$ cat config.mk
export PLATFORM = sky130hd
export DESIGN_NAME = nibble_serial_addsub_ctrl
export DESIGN_NICKNAME = d
export VERILOG_FILES = /design/src/rtl/nibble_serial_addsub_ctrl_pkg.sv /design/src/rtl/nibble_adder4.sv /design/src/rtl/nibble_serial_addsub_ctrl.sv
export SDC_FILE = /design/constraint.sdc
export NUM_CORES = 1
export LEC_CHECK = 0
export BUFFER_PORTS_ARGS = -buffer_cell sky130_fd_sc_hd__buf_2
export CAP_MARGIN = 15
export CORE_MARGIN = 2
export CORE_UTILIZATION = 30
export DETAILED_ROUTE_END_ITERATION = 10
export PLACE_DENSITY = 0.46
export SYNTH_ARGS = -nofsm -noshare
export SYNTH_HDL_FRONTEND = slang
export SYNTH_HIERARCHICAL = 1
export SYNTH_SLANG_ARGS = --single-unit
export TNS_END_PERCENT = 5
$ cat constraint.sdc
create_clock -name clk -period 3.5 [get_ports clk]
set_input_delay 0.35 -clock clk [delete_from_list [all_inputs] [get_ports clk]]
set_output_delay 0.35 -clock clk [all_outputs]
set_load 0.01 [all_outputs]
$ cat src/rtl/nibble_serial_addsub_ctrl_pkg.sv
// Shared definitions for the nibble-serial add/subtract sequencer:
// FSM state encoding and a ceiling-log2 helper for sizing the nibble index.
package addsub_pkg;

  typedef enum logic [1:0] {
    ST_IDLE = 2'd0,
    ST_RUN  = 2'd1,
    ST_DONE = 2'd2
  } state_t;

  function automatic int clog2(input int value);
    int r;
    int v;
    r = 0;
    v = value - 1;
    while (v > 0) begin
      r++;
      v = v >> 1;
    end
    return r;
  endfunction

endpackage

$ cat src/rtl/nibble_adder4.sv
// Combinational 4-bit ripple-carry adder slice with explicit carry in/out.
module nibble_adder4 (
  input  logic [3:0] a,
  input  logic [3:0] b,
  input  logic       ci,
  output logic [3:0] sum,
  output logic       co
);

  logic [4:0] c;

  assign c[0] = ci;

  generate
    for (genvar gi = 0; gi < 4; gi++) begin : g_bit
      assign sum[gi]  = a[gi] ^ b[gi] ^ c[gi];
      assign c[gi+1]  = (a[gi] & b[gi]) | (a[gi] & c[gi]) | (b[gi] & c[gi]);
    end
  endgenerate

  assign co = c[4];

endmodule

$ cat src/rtl/nibble_serial_addsub_ctrl.sv
// WIDTH-bit add/subtract sequenced through one 4-bit adder slice, LSB nibble first.
// Optional signed-overflow flag output enabled by defining ADDSUB_OVF_EN.
module nibble_serial_addsub_ctrl
  import addsub_pkg::*;
#(
  parameter int WIDTH = 16
) (
  input  logic             clk,
  input  logic             rst,
  input  logic             in_valid,
  output logic             in_ready,
  input  logic             op_sub,
  input  logic [WIDTH-1:0] a,
  input  logic [WIDTH-1:0] b,
  output logic             out_valid,
  input  logic             out_ready,
  output logic [WIDTH-1:0] result,
  output logic             carry_out,
  output logic             busy
`ifdef ADDSUB_OVF_EN
  ,
  output logic             ovf
`endif
);

  localparam int NIB   = WIDTH / 4;
  localparam int IDX_W = (NIB > 1) ? clog2(NIB) : 1;

  state_t             state_reg;
  logic [IDX_W-1:0]   idx_reg;
  logic               carry_reg;
  logic [WIDTH-1:0]   a_reg;
  logic [WIDTH-1:0]   b_reg;
  logic [WIDTH-1:0]   result_reg;
  logic               carry_out_reg;
  logic               out_valid_reg;
  logic               busy_reg;

  logic [3:0]         a_nib [NIB];
  logic [3:0]         b_nib [NIB];
  logic [NIB-1:0]     nib_we;
  logic [3:0]         nib_sum;
  logic               nib_co;
  logic               last_nib;

  generate
    for (genvar gi = 0; gi < NIB; gi++) begin : g_nib
      assign a_nib[gi]  = a_reg[4*gi +: 4];
      assign b_nib[gi]  = b_reg[4*gi +: 4];
      assign nib_we[gi] = (state_reg == ST_RUN) && (idx_reg == IDX_W'(gi));
    end
  endgenerate

  nibble_adder4 u_adder (
    .a   (a_nib[idx_reg]),
    .b   (b_nib[idx_reg]),
    .ci  (carry_reg),
    .sum (nib_sum),
    .co  (nib_co)
  );

  assign last_nib = (idx_reg == IDX_W'(NIB - 1));

`ifdef ADDSUB_OVF_EN
  logic ovf_reg;
  logic ovf_next;

  // b_reg already holds the inverted operand for subtraction.
  assign ovf_next = (a_reg[WIDTH-1] == b_reg[WIDTH-1]) && (nib_sum[3] != a_reg[WIDTH-1]);
  assign ovf      = ovf_reg;
`endif

  always_ff @(posedge clk or negedge rst) begin
    if (!rst) begin
      state_reg     <= ST_IDLE;
      idx_reg       <= '0;
      carry_reg     <= 1'b0;
      a_reg         <= '0;
      b_reg         <= '0;
      result_reg    <= '0;
      carry_out_reg <= 1'b0;
      out_valid_reg <= 1'b0;
      busy_reg      <= 1'b0;
`ifdef ADDSUB_OVF_EN
      ovf_reg       <= 1'b0;
`endif
    end else begin
      case (state_reg)
        ST_IDLE: begin
          if (in_valid) begin
            a_reg     <= a;
            b_reg     <= op_sub ? ~b : b;
            carry_reg <= op_sub;
            idx_reg   <= '0;
            busy_reg  <= 1'b1;
            state_reg <= ST_RUN;
          end
        end
        ST_RUN: begin
          // Only the current nibble is written; the rest keep their prior value.
          for (int i = 0; i < NIB; i++) begin
            if (nib_we[i]) result_reg[4*i +: 4] <= nib_sum;
          end
          carry_reg <= nib_co;
          if (last_nib) begin
            carry_out_reg <= nib_co;
`ifdef ADDSUB_OVF_EN
            ovf_reg       <= ovf_next;
`endif
            out_valid_reg <= 1'b1;
            state_reg     <= ST_DONE;
          end else begin
            idx_reg <= idx_reg + 1'b1;
          end
        end
        ST_DONE: begin
          if (out_ready) begin
            out_valid_reg <= 1'b0;
            busy_reg      <= 1'b0;
            state_reg     <= ST_IDLE;
          end
        end
        default: begin
          state_reg <= ST_IDLE;
        end
      endcase
    end
  end

  assign in_ready  = (state_reg == ST_IDLE) && rst;
  assign out_valid = out_valid_reg;
  assign result    = result_reg;
  assign carry_out = carry_out_reg;
  assign busy      = busy_reg;

endmodule
==> results by stage, run 1 <==
Floorplanning:
- The die height is 100.5 µm.
- The standard-cell row count is 35.
- For this design the top-level I/O count stands at 57.
- The core outline area is between 9000 and 10000 µm².
- The die covers 10110 µm².
- The floorplan step set the die width to 100.5 µm.
- The initial core utilization is 30.55%.

Timing:
- The final critical delay including setup and external delays is 2929 ps.
- The final count of hold timing violations was 20.
- The worst-case clock skew is 4.774 ps.
- Setup violations remaining at the end of the flow were counted as 0.
- The maximum operating frequency is 341.5 MHz.
- The final critical path takes up 83.68% of the cycle.
- Setup repair after global routing left no endpoint under its margin.
- For the final routed database, the setup TNS stands at 0 ps.
- The final count of pins violating max slew came to 0.
- The final worst hold slack is -8.680 ps.
- Measured against its own limit, the worst slew margin works out to between 30% and 40%.
- The actual slew at the worst max-slew pin is 906.6 ps.

Power:
- The clock share of power is 11.0%.
- Of the total power, registers draw 36.3%.
- For this design the total switching power over the nets is 1.245 mW.
- The combinational share of power is 52.7%.
- The total design power is roughly 3.3 mW.
- The net switching share of the total power is 37.61%.
- The power per standard cell area is 1018 nW/µm².
- IR analysis of the VDD net gives a maximum drop of 0.2963 mV.
- In this run the static leakage power is 1.515 nW.
- The design internal power is 2.065 mW.

Route:
- The aggregate routed wire length is 5.539 mm.
- After detailed routing, the met3 layer carries 273 µm of wire.
- The detailed router's first-iteration violation count is 73.
- After detailed routing, the wire length on met1 is 2.630 mm.
- The length of routed met2 wiring is 2.576 mm.
- The post-detailed-route DRC marker count is 0.
- The post-detailed-route count of antenna-violating nets is 0.
- The total vias in the final route is approximately 1700.
- Using the TritonRoute via totals, the vias-per-cell ratio works out to 4.480.
- Dividing the detail-routed wire length by the instance count gives 14.61 µm.
- The top layer used by detailed routing is met4.
- The first-pass detailed-route iteration total is 4.

Worst setup path:
- The critical path startpoint is idx_reg[0].
- The critical path's largest stage delay is 530 ps.
- The slowest library cell on the worst path is mux4_2.
- The data arrival at the endpoint of the critical path is 3180 ps.
- Data on the critical path is required at its endpoint by approximately 3800 ps.
- The family with the most delay on the worst path is adder cells.
- The critical path is of the register to register type.
- The capturing element of the worst setup path is result[3].
- In this run the worst path has a maximum fanout of 9.
- The reg2reg setup slack is ~570 ps.
- The number of cells on the worst reg-to-reg path is 8.
- In this run the number of cells on the critical path is 8.
- The type of element capturing the critical path is a register.
- The worst flop-to-flop path startpoint is idx_reg[0].
- The signal on the critical path passes through buf_4 -> mux4_2 -> fa_1 -> fa_1 -> inv_1 -> fa_1 -> inv_1 -> mux2_4.
- Counting both buffers and inverters, the worst setup path holds a total of 3.
- In this run the critical register-to-register path is captured at result[3].
- The cell repeated most along the worst path is fa_1.
- STA classifies the critical path startpoint as a register.

Layout:
- At the end of the flow the core is filled with cells to 35.53%.
- The share of final-layout standard cells stronger than drive strength 1 is 43.66%.
- The filler cell count in the final layout is approximately 900.
- The post-route non-filler standard cell count is 379.
- The repair_antennas step left the layout with diodes totalling 0.
- The cell area after layout is 3252 µm².
- At the end of the flow, the number of nets in the layout was 312.
- The layout overhead on the synthesized area is 16.29%.

Placed design:
- Summing all placed instances gives a cell area of between 3000 and 4000 µm².
- The congestion estimate from routability-driven global placement came to 0.7000.
- The count of port buffers added during placement is 56.
- Once placement completed, the tool counted placed cells totaling 371.
- Detailed placement finished with a half-perimeter wire length of around 4.2 mm.

Logic synthesis:
- The total standard cell area after synthesis is around 2800 µm².
- The number of storage elements in the synthesis netlist is 56.
- The sequential fraction of the synthesis area is between 50% and 60%.
- The synthesized netlist net count is roughly 260.
- Averaged over all synthesized cells, the footprint is 13.25 µm².
- The number of different library cells in the post-synthesis netlist is 27.
- The number of warnings issued by yosys is 6.
- After technology mapping, the gate count stands at between 200 and 250.

Run status:
- The flow ran to the end, but the final reports show violations.
- The final reports fail on negative hold slack.

Clock network:
- The maximum clock path buffer count is 2.
- After clock tree synthesis, the setup repair step added 0 buffers.
- The root buffer cell is clkbuf_8.
- The number of hold buffers added after CTS was 0.
- Clock latency on the worst-skew pair, taken at its later pin, is 300 ps.
- The CTS buffer count is 5.
- The CTS clock-pin slew for the worst setup and hold paths is 100 ps.
- In this run the number of H-tree levels came out at 2.
- The total number of clock tree sinks is 56.
- TritonCTS built the clock tree.
- The post-CTS resize count is 0.

Global route:
- Entering global routing, the biggest net connects 37 pins.
- The total routing usage reported by global routing is 11.85%.
- The first global-routing pass estimated 9.232 mm of wire.
- The number of antenna violations at the first check in global routing was 0.
- The overall overflow remaining after global route is 0.
- The via count of the first global-routing pass came to around 1800.

Worst hold path:
- The worst hold path belongs to the class primary input to asynchronous set/reset pin.

Flow run:
- The tool flagged a number of max-cap violations equal to 0.
==> metrics by stage <==
step | hold slack (ps) | setup slack, ps
floorplan | 54.41 | 596.5
global placement | 339.0 | 579.9
detailed placement | 344.8 | 528.6
CTS | 2.152 | 501.7
global route | 15.75 | 384.4
finish | -8.680 | 571.3
==> cells in the mapped netlist <==
cell	n	area (µm²)
nand2b_1	3	18.77
a21oi_1	19	95.09
mux2_4	17	255.2
nand3b_1	1	7.510
nor2_1	19	71.32
nor4bb_1	1	10.01
inv_1	14	52.55
dfrtp_1	56	1401
a22oi_1	1	7.510
o21ai_0	2	10.01
nand2_4	4	45.04
nor3b_4	1	18.77
nor3b_1	1	7.510
buf_6	3	33.78
mux4_2	8	180.2
buf_4	4	30.03
o31ai_1	1	7.510
mux2_2	16	180.2
nor2b_2	1	8.760
nand3_1	4	20.02
buf_2	4	20.02
clkbuf_4	1	7.510
nand2_1	3	11.26
ha_1	4	50.05
fa_1	4	80.08
a21oi_2	3	26.28
xnor2_1	16	140.1
==> worst reg2reg max path, cell delays in order, from the launching register on <==
cell,delay (ps)
dfrtp_1,510
buf_4,250
mux4_2,530
fa_1,450
fa_1,370
inv_1,80
fa_1,400
inv_1,120
mux2_4,160
==> layout make-up <==
class	count	area [µm²]	area share, %
Clock buffer	8	90.09	2.770
Inverter	14	52.55	1.616
Multi-Input combinational cell	129	1251	38.48
Sequential cell	56	1401	43.09
Tap cell	111	138.9	4.271
Timing Repair Buffer	61	317.8	9.773
==> logic make-up after synthesis <==
family	synth area share (%)
AOI/OAI and AO/OA	5.235
xor gates and xnor gates	5.011
adders and majority gates	4.653
buffers and inverters	5.145
DFF	50.11
muxes	22.01
and+or+nand+nor	7.830
==> placed cells by master (no fill, tap or decap), types with 2 or more instances in the layout <==
cell type and count:
a21oi_1 19, a21oi_2 3, buf_2 56, buf_4 5, clkbuf_1 2, clkbuf_8 6, dfrtp_1 56, fa_1 4
ha_1 4, inv_1 14, mux2_2 16, mux2_4 17, mux4_2 8, nand2_1 3, nand2_4 4, nand2b_1 3
nand3_1 4, nor2_1 19, o21ai_0 2, xnor2_1 16
==> per-layer routing <==
metal | vias up | global-route usage, %
met3 | 4 | 2.982
met1 | 830 | 16.07
met2 | 42 | 18.95
li1 | 822 | -
met4 | 0 | 3.161
met5 | - | 0
==> power by group through the flow <==
stage / sequential [mW] / combinational, mW / clock [mW]
after CTS: 1.21 / 1.79 / 0.383
after detailed placement: 1.23 / 1.79 / 0
after floorplan: 1.18 / 1.36 / 0
final: 1.20 / 1.74 / 0.364
after global placement: 1.23 / 1.75 / 0
after global routing: 1.25 / 1.95 / 0.407
==> how the worst min path moves through the flow <==
stage	startpoint	endpoint	slack, ps	cells after the start
4_1_cts	rst	carry_reg	2	1
5_1_grt	rst	carry_reg	20	1
3_5_place_dp	rst	result[10]	340	1
3_3_place_gp	rst	result[10]	340	1
2_1_floorplan	rst	a_reg[0]	50	0
6_report	rst	result[13]	-9	1
Note: power is estimated with default switching activity, not from simulation.
==> run 2: changes to the inputs <==
==> constraint.sdc (replaced) <==
create_clock -name clk -period 2.75 [get_ports clk]
set_input_delay 0.275 -clock clk [delete_from_list [all_inputs] [get_ports clk]]
set_output_delay 0.275 -clock clk [all_outputs]
set_load 0.01 [all_outputs]
==> run 2 against run 1 <==
Effect of this change:
- the run now ends clean
- fmax up 10%
- clock power rose by 24%
- non-clock buffer count up 1
- via count decreased by 1.6%
- sequential share of layout area decreased by 0.13 points
- die area did not move
- highest routed layer unchanged
- utilization up 0.14 points
- first-iteration DRC count down 45%
- clock skew rose by 1.1 ps
- power grew 28%
- design area rose by 0.38%
- register-to-register slack worse by 470 ps
==> results by stage, run 2 (synthesis results as in run 1) <==
Run status:
- The run finished with clean final reports.

Clock network:
- The post-CTS resize count came to 0 (unchanged).
- The hold-fix buffer count after cts was 0 (unchanged).
- The deepest level of the CTS H-tree is 2 (unchanged).
- The post-CTS setup-driven buffer insertion count is 0 (unchanged).
- The CTS clock-pin slew for the worst setup and hold paths is 100 ps (about the same).
- The clock insertion delay at the later pin of the skew report is 310 ps (about the same).
- The root buffer cell is clkbuf_8.
- TritonCTS built the clock tree.
- The maximum clock path buffer count came to 2 (unchanged).
- The CTS buffer count is 5 (unchanged).
- The total number of clock tree sinks is 56 (unchanged).

Worst setup path:
- The worst-path maximum fanout is 4 (-5).
- Among the stages of the critical path, the cell type that occurs most often is inv_2.
- The worst flop-to-flop path startpoint is idx_reg[0].
- STA classifies the critical path endpoint as a register.
- The signal on the critical path passes through mux4_2 -> inv_2 -> fa_1 -> inv_1 -> fa_2 -> fa_2 -> inv_2 -> fa_1 -> inv_2 -> mux2_4.
- The slowest library cell on the worst path is mux4_2.
- STA classifies the critical path startpoint as a register.
- The critical path's largest stage delay is 510 ps (-20 ps).
- The data arrival at the endpoint of the critical path is 2910 ps (-270 ps).
- The worst flop-to-flop path endpoint is result[3].
- The worst setup path is of the register to register kind.
- The critical path data required time is 3000 ps (-750 ps).
- The reg2reg setup slack was 100 ps (-470 ps).
- The count of cells along the worst register-to-register path is 10 (+2).

Placed design:
- The global placement routability congestion is 0.6873 (-1.8%).
- The post-detailed-placement cell area came to 3176 µm² (+0.44%).
- The number of placed instances, taps included is 372 (+0.27%).
- The count of port buffers added during placement is 56 (unchanged).
- The placed wire-length estimate was 4.023 mm (-3.9%).

Timing:
- The final count of pins violating max slew came to 0 (unchanged).
- The maximum operating frequency came to 377.0 MHz (+10%).
- The final critical delay including setup and external delays is 2653 ps (-275.9 ps).
- Setup repair after global routing could not meet its margin everywhere.
- The count of final setup violators was 0 (unchanged).
- The worst-case clock skew is 5.919 ps (+1.145 ps).
- The worst slew margin relative to its limit is 52.97% (+13 points).
- The post-route clock period utilization is 96.47% (+13 points).
- The actual slew at the worst max-slew pin came to 705.4 ps (-201.2 ps).
- The final count of hold timing violations came to 0 (-100%).

Flow run:
- The max-cap violation count is 0 (unchanged).

Floorplanning:
- The core outline area is 9153 µm² (unchanged).
- The area of the die is 10110 µm² (unchanged).
- The horizontal die dimension is 100.5 µm (unchanged).
- The standard-cell row count is 35 (unchanged).
- The die height is 100.5 µm (unchanged).
- The total I/O pin count is 57 (unchanged).
- The initial core utilization is 30.55% (unchanged).

Route:
- The first-pass detailed-route iteration total came to 4 (unchanged).
- The detailed router's first-iteration violation count is 40 (-45%).
- The number of vias per cell after detailed routing is 4.397 (-1.8%).
- The aggregate routed wire length was 5.456 mm (-1.5%).
- The post-detailed-route count of antenna-violating nets is 0 (unchanged).
- The post-detailed-route wirelength per cell came to 14.36 µm (-1.8%).
- The post-detailed-route DRC marker count is 0 (unchanged).
- The total vias in the final route is 1671 (-1.6%).

Global route:
- The total routing usage reported by global routing came to 11.64% (-0.21 points).
- The via count of the first global-routing pass is 1747 (-0.51%).
- The number of antenna violations at the first check in global routing came to 0 (unchanged).
- The overall overflow remaining after global route is 0 (unchanged).
- The first-pass GRT wire length is 9.018 mm (-2.3%).
- The largest net degree at the start of global routing came to 57 (+54%).

Layout:
- The post-route non-filler standard cell count came to 380 (+0.26%).
- The cell area after layout is 3264 µm² (+0.38%).
- The share of final-layout standard cells stronger than drive strength 1 is 46.84% (+3.2 points).
- The count of nets after finishing is 313 (+0.32%).
- The most common library cell in the layout ignoring fill and taps is buf_2.
- The top cell types in the final layout, fill and taps aside, are buf_2, dfrtp_1, nor2_1, a21oi_1, mux2_4.
- The antenna cell count is 0 (unchanged).
- From synthesis to final layout, the design area changed by 16.73%.

Power:
- The static leakage is 1.508 nW (-0.44%).
- The worst-case vdd ir drop came to 0.3970 mV (+34%).
- The power per standard cell area came to 1303 nW/µm² (+28%).
- The total design power was 4.253 mW (+28%).

Worst hold path:
- In this run the worst hold path is classified as primary input to asynchronous set/reset pin.
-- run 2: cell count changes in the layout (fill, tap and decap cells not counted), sizes merged --
cell and change:
clkbuf -2, clkinvlp +1, clkinv +1, buf +1
-- run 2: how the worst max path moves through the flow --
| stage | from | endpoint | slack [ps] |
|---|---|---|---|
| floorplan | idx_reg[0] | result[11] | 2 |
| global placement | idx_reg[0] | result[11] | 70 |
| detailed placement | idx_reg[0] | result[3] | 50 |
| CTS | idx_reg[0] | result[3] | 10 |
| global route | idx_reg[0] | result[15] | -50 |
| finish | idx_reg[0] | result[3] | 100 |
-- run 2: worst max-delay path, delay by kind of cell (launching register included) --
kind | cells | cell delay [ps]
DFF | 1 | 420
buffers and inverters | 4 | 270
adders and majority gates | 4 | 1240
muxes | 2 | 650
-- run 2: area by class of cell --
| class | instances | area [µm²] |
|---|---|---|
| inverter | 14 | 52.55 |
| multi-input combinational | 129 | 1256 |
| fill | 919 | 5888 |
| tap | 111 | 138.9 |
| sequential | 56 | 1403 |
| clock inverter | 2 | 16.27 |
| clock buffer | 6 | 72.57 |
| timing repair buffer | 62 | 325.3 |
-- run 2: power breakdown --
| group | switching (mW) | total (mW) | internal, mW |
|---|---|---|---|
| combinational | 1.06 | 2.28 | 1.22 |
| sequential | 0.270 | 1.52 | 1.25 |
| clock | 0.269 | 0.450 | 0.182 |
| total | 1.60 | 4.25 | 2.65 |
-- run 2: layer usage --
layer,GRT usage [%],vias up,part of all wire (%)
met1,16.50,792,49
met2,17.60,46,45
li1,-,827,-
met5,0,-,0
met3,3.398,6,4.9
met4,2.845,0,0.99
-- run 2: per-stage QoR --
step                      hold WS [ps]  setup TNS (ps)  setup slack, ps  util [%]
after floorplan                 -20.59               0            2.054         -
after global placement           484.5               0            72.02     34.70
after detailed placement         495.1               0            48.43     34.70
after CTS                        154.7               0            14.07     35.67
after global routing             150.7          -195.4           -52.41     35.67
final                            162.9               0            97.19     35.67
